File: src/rtl/phys_free_list.sv
// phys_free_list: physical-register free list for the REMAP build.
// Circular FIFO of free physical tags with a speculative head (rename),
// a committed head (retire) and a tail (reclaim). FLUSH rolls the
// speculative head back to the committed head.
// Optional checking: define FREELIST_CHECK_EN to enable the sticky
// protocol-error flag `err`; otherwise `err` is tied low.
module phys_free_list #(
   parameter int PHYS_REGS = 64,
   parameter int ARCH_REGS = 32,
   parameter int TAG_W     = 6,
   parameter int LOW_WATER = 0
) (
   input  logic             CLK,
   input  logic             RESET,
   input  logic             STALL,
   input  logic             FLUSH,
   input  logic             alloc_req,
   output logic             rrat_free,
   output logic [TAG_W-1:0] rrat_free_reg,
   input  logic             commit_alloc,
   input  logic             release_valid,
   input  logic [TAG_W-1:0] release_reg,
   output logic [TAG_W:0]   free_count,
   output logic             halt,
   output logic             err
);

   localparam int FREE_INIT = PHYS_REGS - ARCH_REGS;

   logic [TAG_W-1:0] mem_q [PHYS_REGS];
   logic [TAG_W-1:0] head_q, head_d;
   logic [TAG_W-1:0] chead_q, chead_d;
   logic [TAG_W-1:0] tail_q, tail_d;

   logic empty, full, alloc_fire, rel_fire;

   // Occupancy never exceeds FREE_INIT < PHYS_REGS, so a plain pointer
   // difference distinguishes full from empty.
   assign free_count    = {1'b0, tail_q - head_q};
   assign empty         = (free_count == '0);
   assign full          = (free_count == (TAG_W+1)'(FREE_INIT));
   assign rrat_free     = ~empty;
   assign rrat_free_reg = mem_q[head_q];
   assign halt          = (free_count <= (TAG_W+1)'(LOW_WATER));

   // Release is architectural: not gated by STALL/FLUSH; tag 0 is r0 and dropped.
   assign alloc_fire = alloc_req & rrat_free & ~STALL & ~FLUSH;
   assign rel_fire   = release_valid & (release_reg != '0) & ~full;

   // Next-state pointers; FLUSH wins over allocate and folds in a same-cycle commit.
   always_comb begin
      head_d  = head_q;
      chead_d = chead_q + TAG_W'(commit_alloc);
      tail_d  = tail_q;
      if (FLUSH)
         head_d = chead_q + TAG_W'(commit_alloc);
      else if (alloc_fire)
         head_d = head_q + TAG_W'(1);
      if (rel_fire)
         tail_d = tail_q + TAG_W'(1);
   end

   // Pointer registers.
   always_ff @(posedge CLK or negedge RESET) begin
      if (!RESET) begin
         head_q  <= '0;
         chead_q <= '0;
         tail_q  <= TAG_W'(FREE_INIT);
      end else begin
         head_q  <= head_d;
         chead_q <= chead_d;
         tail_q  <= tail_d;
      end
   end

   // Tag storage: unmapped tags ARCH_REGS.. preloaded, reclaimed tags written at tail.
   always_ff @(posedge CLK or negedge RESET) begin
      if (!RESET) begin
         for (int i = 0; i < PHYS_REGS; i++)
            mem_q[i] <= (i < FREE_INIT) ? TAG_W'(ARCH_REGS + i) : '0;
      end else if (rel_fire) begin
         mem_q[tail_q] <= release_reg;
      end
   end

`ifdef FREELIST_CHECK_EN
   logic             dup;
   logic             e_empty, e_ovf, e_commit, e_dup;
   logic             err_q;
   logic [TAG_W-1:0] off;

   // Linear scan: is release_reg already among the free slots [head, tail)?
   always_comb begin
      dup = 1'b0;
      off = '0;
      for (int i = 0; i < PHYS_REGS; i++) begin
         off = TAG_W'(i) - head_q;
         if ({1'b0, off} < free_count && mem_q[i] == release_reg)
            dup = 1'b1;
      end
   end

   assign e_empty  = alloc_req & empty;
   assign e_ovf    = release_valid & (release_reg != '0) & full;
   assign e_commit = commit_alloc & (chead_q == head_q);
   assign e_dup    = release_valid & (release_reg != '0) & dup;

   // Sticky error flag, cleared only by reset.
   always_ff @(posedge CLK or negedge RESET) begin
      if (!RESET) begin
         err_q <= 1'b0;
      end else if (e_empty | e_ovf | e_commit | e_dup) begin
         err_q <= 1'b1;
         $display("FREELIST:ERR empty=%0b ovf=%0b commit=%0b dup=%0b tag=%0d",
                  e_empty, e_ovf, e_commit, e_dup, release_reg);
      end
   end

   assign err = err_q;
`else
   assign err = 1'b0;
`endif

endmodule

File: config.mk
export PLATFORM = sky130hd
export DESIGN_NAME = phys_free_list
export DESIGN_NICKNAME = d
export VERILOG_FILES = /design/src/rtl/phys_free_list.sv
export SDC_FILE = /design/constraint.sdc
export NUM_CORES = 1
export LEC_CHECK = 0
export ABC_CLOCK_PERIOD_IN_PS = 3800
export BUFFER_PORTS_ARGS = -buffer_cell sky130_fd_sc_hd__buf_2
export CAP_MARGIN = 20
export CELL_PAD_IN_SITES_DETAIL_PLACEMENT = 0
export CELL_PAD_IN_SITES_GLOBAL_PLACEMENT = 1
export CORE_UTILIZATION = 47
export DETAILED_ROUTE_END_ITERATION = 8
export PLACE_DENSITY_LB_ADDON = 0.25
export SYNTH_ARGS = -nofsm -noshare
export SYNTH_HDL_FRONTEND = slang
export SYNTH_SLANG_ARGS = --single-unit
File: constraint.sdc
create_clock -name CLK -period 3.8 [get_ports CLK]
set_input_delay 0.19 -clock CLK [delete_from_list [all_inputs] [get_ports CLK]]
set_output_delay 0.19 -clock CLK [all_outputs]
set_load 0.01 [all_outputs]
==> Word-level counts from Yosys, hierarchy flattened <==
Index checks and enable logic that the tools add are counted.
{ "totals": {"register_bits": 402, "latch_bits": 0, "ram_bits": 0, "rom_bits": 0, "output_inout_bits": 16, "elab_cells": 99, "mem_count": 0} }
{ "op_classes": {"addsub": 4, "multipliers": 0, "div_mod_pow": 0, "order_cmp": 4, "eq_ne": 1, "n_shift": 0, "mux": 8, "bitwise_logic": 11, "reduce_logical": 4} }
{ "op_table": {"columns": ["cell", "count"], "rows": [
  ["bitwise mux 384 bit", 1],
  ["binary-select mux 6 bit (select 6 bit)", 1],
  ["demux 6 bit (select 6 bit)", 1],
  ["2-to-1 mux 6 bit", 5],
  [">= comparator 7 bit, second input constant", 2],
  ["inverter 6 -> 7 bit", 2],
  ["adder 6 x 1 -> 6 bit, second input constant", 2],
  ["zero test 7 bit", 1],
  ["< comparator 7 x 1 -> 1 bit, second input constant", 1],
  ["adder 6 x 1 -> 6 bit", 1],
  ["equality test 6 bit, second input constant", 1],
  ["<= comparator 6 x 1 -> 1 bit, second input constant", 1],
  ["nonzero test 6 bit", 1],
  ["subtractor 6 bit", 1],
  ["AND 1 bit", 5],
  ["inverter 1 bit", 4],
  ["nonzero test 2 bit", 1],
  ["logical AND 1 bit", 1]
]} }

==> Depth between registers and ports, before layout <==
Gate-level depths: netlist (run 1).
{ "depth": {"depth_word": 8, "ltp_mapped": 14, "mapped_depth_nobuf": 9} }

==> Worst setup path before layout (run 1) <==
No wires, ideal clock.
{ "synth_timing": {"path_kind": "reg-to-reg", "startpoint": "register head_q[2]", "endpoint": "register mem_q[0] (netlist name)", "setup_ns": 0.125, "arrival_ns": 3.909, "required_ns": 3.675, "slack_ns": -0.234, "path_stages_with_launch": 15, "n_path_buf": 6, "period_less_slack_ns": 4.034, "path_cell_list": "dfrtp_1 > clkbuf_1 > inv_1 > clkbuf_1 > buf_2 > clkbuf_1 > ha_1 > xnor2_1 > nor4_1 > mux2i_1 > a211oi_4 > clkbuf_2 > or3_1 > buf_4 > mux2_4"} }
{ "synth_between": {"elab_chain_cells": 4} }
{ "synth_rtl": {"columns": ["element", "line", "source"], "rows": [
  ["from (decl)", "31", "logic [TAG_W-1:0] head_q, head_d;"],
  ["from (signal assigned)", "66", "head_q <= '0;"],
  ["from (signal assigned)", "70", "head_q <= head_d;"],
  ["subtractor 6 bit", "39", "assign free_count = {1'b0, tail_q - head_q};"],
  ["named net free_count[2]", "23", "output logic [TAG_W:0] free_count,"],
  ["equality test 6 bit", "41", "assign full = (free_count == (TAG_W+1)'(FREE_INIT));"],
  ["inverter 1 bit", "48", "assign rel_fire = release_valid & (release_reg != '0) & ~full;"],
  ["AND 1 bit", "48", null],
  ["to (signal, indexed assignment)", "80", "mem_q[i] <= (i < FREE_INIT) ? TAG_W'(ARCH_REGS + i) : '0;"],
  ["to (signal, indexed assignment)", "82", "mem_q[tail_q] <= release_reg;"],
  ["to (decl)", "30", "logic [TAG_W-1:0] mem_q [PHYS_REGS];"]
]} }
The timed path passes the listed nets, and every way through them passes these cells.
A chain may end at the register's enable or synchronous reset.

==> Worst setup path after layout (run 1) <==
{ "layout_timing": {"startpoint": "register head_q[1]", "endpoint": "output rrat_free_reg[1]"} }
{ "layout_between": {"elab_chain_cells": 4} }
{ "layout_rtl": {"columns": ["element", "line", "source"], "rows": [
  ["inverter 6 -> 7 bit (not written as such)", "43", "assign rrat_free_reg = mem_q[head_q];"],
  ["binary-select mux 6 bit (select 6 bit)", "43", null],
  ["2-to-1 mux 6 bit (not written as such) (2 in series)", "43", null],
  ["to (decl)", "19", "output logic [TAG_W-1:0] rrat_free_reg,"]
]} }
No other way between the ends. The select of a mux whose other input is x is not followed.

==> results.py, run 1 <==
metrics = {
    "sta": {
        "maxSlewViolCount": 0,
        "final-setup-viol-count": 0,
        "fmax_ghz": 0.275,
        "fin_worst_skew_ns": 0.0108,
        "fin_crit_sh_pct": 95.7,
        "min_period_ns": 3.64,
        "tightest_slew_ns": 0.914,
        "rsz0062_at_grt": "false",
        "holdWs_ns": 0.122,
        "max_slew_margin_pct": 39.0,
        "fin_tns_setup_ns": 0,
        "finalHoldViolations": 0,
    },
    "global_route": {
        "antenna_found_initial": 2,
        "grt_overflow": 0,
        "grt_pass1_wl_um": 73200,
        "grt_pass1_vias": 11700,
        "grt_usage_pct": 22.2,
        "grt_max_degree": 115,
    },
    "placement": {
        "routabilityCongestion": 0.789,
        "placedCellCount": 1767,
        "numPortBuffers": 26,
        "dpl.hpwl_um": 27800,
    },
    "finish": {
        "fin_util_pct": 51.6,
        "layout-drive-gt1-share_pct": 56.8,
        "area_growth_pct": 7.87,
        "stdcell_count": 1856,
        "regArea_sq_um": 10200,
        "final_common_cell": "mux2_2",
        "fin_nets": 1302,
        "multi_input_area_sq_um": 8810,
        "n_fill_cell": 3498,
        "final_cell_mix": "mux2_2, dfrtp_1, dfstp_2, mux4_2, mux2_4",
    },
    "detailed_routing": {
        "wirelength_um": 46300,
        "wl_per_cell_um": 24.9,
        "drtIter0Drc": 496,
        "ant_nets": 0,
        "firstDrtPassIters": 5,
        "routed_via_density": 5.90,
        "vias": 11000,
        "route.detailed.drc": 0,
    },
    "yosys": {
        "synth_warnings": 0,
        "synth_edf_count": 0,
        "syn_area_per_cell_sq_um": 15.3,
        "async_reset_ff_share_pct": 100,
        "synth_seq_area_share_pct": 50.6,
        "synthCells": 1320,
        "ys_ff_latch": 402,
        "netlist_area_sq_um": 20200,
        "synth_flop_cell": "dfrtp_1",
        "synth_cell_types": 59,
    },
    "status": {
        "status": "finished clean",
    },
    "setup_path": {
        "path_max_fanout": 70,
        "r2r_end": "mem_q[58]",
        "reg2reg_depth": 10,
        "cp.required_ns": 3.61,
        "path_class": "register to primary output",
        "end_kind": "primary output",
        "worstPathArrival_ns": 3.45,
        "cp-start-kind": "register",
        "r2r_start": "tail_q[0]",
        "r2r_slack_ns": 0.36,
    },
    "power": {
        "p_seq_share_pct": 39.4,
        "p_sw_share_pct": 31.7,
        "power_leakage_nw": 9.87,
        "p_comb_share_pct": 34.4,
        "ir_worst_vdd_v": 0.000442,
        "powerDensity_nw_per_um2": 786,
        "power_frac_clock_pct": 26.2,
        "intPower_mw": 11.7,
        "power.switching_mw": 5.43,
    },
    "worst_hold_path": {
        "worstHoldPathType": "input pin to register",
        "whs_path_depth": 5,
        "hold_end": "head_q[4]",
        "worstHoldStart": "STALL",
    },
    "floorplanning": {
        "dieArea_sq_um": 43700,
        "rows": 75,
        "start_util_pct": 47.9,
        "die_x_um": 209,
        "ios": 29,
        "die_h_um": 209,
        "core-area_sq_um": 42100,
    },
    "clock_tree": {
        "clk_pin_slew_ns": 0.06,
        "clock_latency_ns": 0.56,
        "tritoncts": "yes",
        "cts_resized": 0,
        "cts.path.max_buffers": 3,
        "htreeDepth": 2,
        "cts_made_buffers": 45,
        "clock-root-buffer": "clkbuf_16",
        "cts_sinks": 402,
    },
    "run": {
        "drv_cap": 0,
    },
}
[sequential cells by signal (all words and copies together) (netlist names)]
register / flops
head_q: 6
mem_q: 384
tail_q: 6
chead_q: 6
[what timing repair did]
item	CTS	global route
setup buffers	0	0
hold buffers	4	0
hold endpoints to repair	109	0
[routing by layer]
metal	part of all wire [%]	track usage, %	vias to the layer above
met4	2.6	7.51	0
met3	3.6	3.41	69
met1	46	31.4	5912
met5	0	0	-
li1	-	-	4772
met2	48	35.0	200
[area by class of cell]
type                    instances  area share (%)
flip-flops and latches        402            46.9
clock inverters                15           0.834
diodes                          1          0.0115
multi-input cells             760            40.5
repair buffers                 57            2.16
inverters                      13           0.224
well taps                     539            3.10
clock buffers                  69            6.24
[through the flow]
| stage | power [mW] | worst slack, ns | area [sq um] |
|---|---|---|---|
| after floorplan | 11.0 | 0.00526 | 20200 |
| after global placement | 12.6 | 0.441 | 20200 |
| after detailed placement | 12.7 | 0.324 | 20200 |
| after CTS | 17.3 | 0.137 | 21800 |
| after global routing | 18.0 | 0.0801 | 21800 |
| final | 17.1 | 0.163 | 21800 |
[critical path, cell delays in order (launching register included)]
cell and delay, ns:
dfrtp_4 0.64, buf_12 0.44, mux4_2 0.40, mux4_2 0.54, a22o_1 0.33, a221o_1 0.33, buf_2 0.16
[logic make-up (layout without fill, tap and decap cells)]
kind of cell    count (synthesis)  count (layout)  share of synthesized area, %
flops                         402             402                          50.6
compound gates                 37              37                          1.56
fa+ha+maj                      10              10                         0.658
other cells                     1               3                        0.0186
mux                           496             496                          35.4
buf+inv                       159             154                          5.75
xor+xnor                       15              15                         0.651
simple gates                  200             200                          5.35
[power by group through the flow]
stage                     Clock [mW]  Combinational [mW]  Sequential [mW]
final                           4.47                5.89             6.74
after global routing            4.76                6.32             6.92
after CTS                       4.59                5.97             6.73
after detailed placement           0                5.95             6.79
after global placement             0                5.88             6.75
after floorplan                    0                4.55             6.40
[worst max path at each step]
stage              start                to  slack (ns)  cells past startpoint
2_1_floorplan  head_q[2]          mem_q[0]       0.005                     14
3_3_place_gp   tail_q[0]         mem_q[58]        0.44                     10
3_5_place_dp   tail_q[0]         mem_q[58]        0.32                     10
4_1_cts        head_q[1]  rrat_free_reg[3]        0.14                      6
5_1_grt        head_q[0]  rrat_free_reg[3]        0.08                      6
6_report       head_q[1]  rrat_free_reg[1]        0.16                      6
[synth_stat cells (7+ instances only)]
master / count / area [sq um]
mux4_2: 110 / 2480
buf_6: 40 / 450
mux2_4: 87 / 1310
buf_4: 18 / 135
buf_2: 16 / 80.1
inv_1: 13 / 48.8
nand2_1: 62 / 233
ha_1: 9 / 113
nand4_1: 7 / 43.8
nand3_1: 27 / 135
clkbuf_1: 49 / 184
or3_1: 58 / 363
dfstp_2: 113 / 2970
a32oi_1: 8 / 70.1
clkbuf_8: 7 / 96.3
dfrtp_1: 289 / 7230
nor2_1: 18 / 67.6
xnor2_1: 11 / 96.3
mux2_2: 298 / 3360
Power figures use the tool's default switching activity.
==> inputs of run 2 (changes only) <==
- ABC_AREA: default -> 1
- BUFFER_PORTS_ARGS: -buffer_cell sky130_fd_sc_hd__buf_2 -> -buffer_cell sky130_fd_sc_hd__clkbuf_2
- CORE_UTILIZATION: 47 -> 43
==> run 2 against run 1 <==
  * Global-route usage up 5.5 points
  * Area after synthesis grew 8.8%
  * Clock-buffer cell count increased by 3
  * Fmax grew 5.1%
  * Sequential share of layout area fell by 5.0 points
  * Flip-flop and latch count unchanged
  * Hold slack worse by 0.025 ns
  * Worst setup slack improved by 0.18 ns
  * First-iteration DRC count grew to 3.5 times the previous value
  * Largest power group is now combinational cells
==> results.py, run 2 <==
metrics = {
    "status": {
        "status": "finished clean",
    },
    "sta": {
        "fin_tns_setup_ns": 0,
        "fin_worst_skew_ns": 0.0137,
        "min_period_ns": 3.46,
        "fmax_ghz": 0.289,
        "rsz0062_at_grt": "false",
        "tightest_slew_ns": 1.16,
        "finalHoldViolations": 0,
        "max_slew_margin_pct": 22.6,
        "maxSlewViolCount": 0,
        "final-setup-viol-count": 0,
        "fin_crit_sh_pct": 91.0,
    },
    "finish": {
        "top_register": "mem_q",
        "final_cell_mix": "nand2_1, nand4_1, nor2_1, dfrtp_1, o21ai_0",
        "num_antenna_cells": 0,
        "final_common_cell": "nand2_1",
        "regArea_sq_um": 10200,
        "area_growth_pct": 11.0,
        "largest_register_ffs": 384,
        "n_fill_cell": 4953,
        "layout-drive-gt1-share_pct": 12.3,
        "fin_nets": 2845,
        "multi_input_area_sq_um": 10500,
    },
    "yosys": {
        "synth_top_family_by_area": "simple AND/OR/NAND/NOR gates",
        "ys_top_cells_by_count": "nand2_1, nand4_1, nor2_1",
        "synth_top_area_share_pct": 32.9,
        "synth_cell_types": 34,
        "synth_compound_gate_area_share_pct": 4.98,
        "synth.area.mux_share_pct": 0,
        "ys_ff_latch": 402,
        "async_reset_ff_share_pct": 100,
        "netlist_area_sq_um": 22000,
        "synth_seq_area_share_pct": 46.5,
        "yosys.area_share.adder_pct": 0.604,
        "synth_flop_cell": "dfrtp_1",
        "synthSimpleGateAreaFrac_pct": 41.9,
        "synth_area_leaders": "dfrtp_1, nand2_1, dfstp_2",
        "synth_edf_count": 0,
        "synth_warnings": 0,
        "synthCells": 2908,
        "synth_top_cell_by_area": "dfrtp_1",
        "syn_area_per_cell_sq_um": 7.55,
        "synth_most_common_cell": "nand2_1",
        "yosys.area_share.xor_xnor_pct": 0.433,
    },
    "detailed_routing": {
        "ant_nets": 0,
        "route.detailed.drc": 0,
        "firstDrtPassIters": 5,
        "routed_via_density": 5.78,
        "wirelength_um": 72100,
        "wl_per_cell_um": 20.4,
        "drtIter0Drc": 1747,
        "vias": 20400,
    },
    "global_route": {
        "use_met3_pct": 2.94,
        "met1_usage_pct": 39.3,
        "grt_max_degree": 162,
        "top_usage_layer": "met2",
        "grt_overflow": 0,
        "antenna_found_initial": 0,
        "grt_pass1_vias": 19300,
        "grt_use_met2_pct": 43.9,
        "grt_usage_pct": 27.7,
        "grt_pass1_wl_um": 114000,
    },
    "floorplanning": {
        "rows": 82,
        "ios": 29,
        "core-area_sq_um": 50300,
        "dieArea_sq_um": 52000,
        "die_x_um": 228,
        "die_h_um": 228,
        "start_util_pct": 43.7,
    },
    "clock_tree": {
        "clock-root-buffer": "clkbuf_16",
        "cts_resized": 0,
        "cts.path.max_buffers": 3,
        "htreeDepth": 2,
        "clock_latency_ns": 0.58,
        "cts_sinks": 402,
        "cts_made_buffers": 47,
        "clk_pin_slew_ns": 0.06,
        "tritoncts": "yes",
    },
    "setup_path": {
        "critPathTopFamily": "simple AND/OR/NAND/NOR gates",
        "r2r_start": "tail_q[0]",
        "worstPathCellList": "clkinv_2, buf_12, nor2_1, nand2_1, nand3_1, nand2_1, nand2_1, nor2_1, nand2_1, nand3_1, nand2_1, clkbuf_2",
        "max_stage_delay_ns": 0.74,
        "cp.required_ns": 3.61,
        "crit_top_cell": "nand2_1",
        "crit_buf_inv": 3,
        "end_kind": "primary output",
        "reg2reg_depth": 14,
        "worstPathArrival_ns": 3.27,
        "cp_slowest_cell": "dfrtp_4",
        "cp-start-kind": "register",
        "r2r_end": "mem_q[223]",
        "r2r_slack_ns": 0.66,
        "path_max_fanout": 97,
        "path_class": "register to primary output",
    },
    "power": {
        "ir_worst_vdd_v": 0.000621,
        "power_mw": 17.7,
        "power_leakage_nw": 11.8,
        "powerDensity_nw_per_um2": 727,
    },
    "worst_hold_path": {
        "whs_path_depth": 5,
        "worstHoldPathType": "input pin to register",
        "hold_end": "head_q[0]",
        "worstHoldStart": "FLUSH",
    },
    "placement": {
        "routabilityCongestion": 0.876,
        "numPortBuffers": 26,
        "dpl.hpwl_um": 42600,
    },
    "run": {
        "drv_cap": 0,
    },
}
==> run 2: cell types whose count changed after synthesis, sizes merged, moves of 58 or more <==
| cell | before | now |
|---|---|---|
| nand3 | 27 | 189 |
| o21ai | 2 | 151 |
| nor2 | 18 | 373 |
| mux2 | 385 | 0 |
| clkbuf | 61 | 122 |
| or3 | 58 | 0 |
| nand4 | 7 | 384 |
| mux4 | 110 | 0 |
| nand2 | 62 | 1045 |
==> run 2: report_power, final <==
group	leakage (nW)	internal [mW]	switching, mW
sequential	5.12	5.33	0.573
clock	0.830	3.02	1.89
combinational	5.83	1.97	4.93
==> run 2: worst max-delay path by stage <==
stage | end | startpoint | cells after the start | slack, ns
after CTS | rrat_free_reg[2] | head_q[1] | 12 | 0.28
after detailed placement | mem_q[111] | head_q[1] | 13 | 0.77
after global routing | rrat_free_reg[2] | head_q[1] | 12 | 0.12
after floorplan | mem_q[120] | head_q[1] | 16 | 1.32
final | rrat_free_reg[2] | head_q[1] | 12 | 0.34
after global placement | mem_q[218] | tail_q[0] | 13 | 0.82
==> run 2: through the flow <==
stage                     util, %  setup slack (ns)  area, sq um  hold slack, ns  std cells
after global placement       45.1             0.815        22700           0.374       3442
after floorplan                 -              1.32        22000          -0.106       2909
final                        48.5             0.340        24400          0.0969       3532
after CTS                    48.5             0.279        24400          0.0623       3532
after global routing         48.5             0.125        24400           0.142       3532
after detailed placement     45.1             0.769        22700           0.380       3442
==> run 2: metal layers <==
| metal | share of wire (%) | vias to the layer above |
|---|---|---|
| li1 | - | 9629 |
| met1 | 44 | 10000 |
| met2 | 46 | 630 |
| met3 | 6.1 | 145 |
| met4 | 3.3 | 0 |
| met5 | 0 | - |
==> run 2: cell families after synthesis <==
| kind of cell | after synthesis |
|---|---|
| and+or+nand+nor | 1998 |
| xor gates and xnor gates | 10 |
| adders and majority gates | 10 |
| AOI/OAI and AO/OA | 205 |
| buffers and inverters | 282 |
| other | 1 |
| DFF | 402 |
==> run 2: timing repair <==
item	4_1_cts	5_1_grt
hold endpoints to repair	64	0
hold buffers	3	0
buffers inserted	0	0
endpoints found under the setup margin	0	0
==> run 2: tightest hold or removal path: stages <==
cell,delay (ns)
clkbuf_2,0.21
nand2_1,0.07
o21ai_0,0.06
nand2_1,0.05
nand2_1,0.05
==> run 2: layout make-up <==
cell class / count / area share, %
well taps: 672 / 3.45
multi-input cells: 2225 / 43.2
repair buffers: 83 / 3.55
clock buffers: 72 / 5.92
inverters: 63 / 1.02
clock inverters: 15 / 0.939
flip-flops and latches: 402 / 41.9
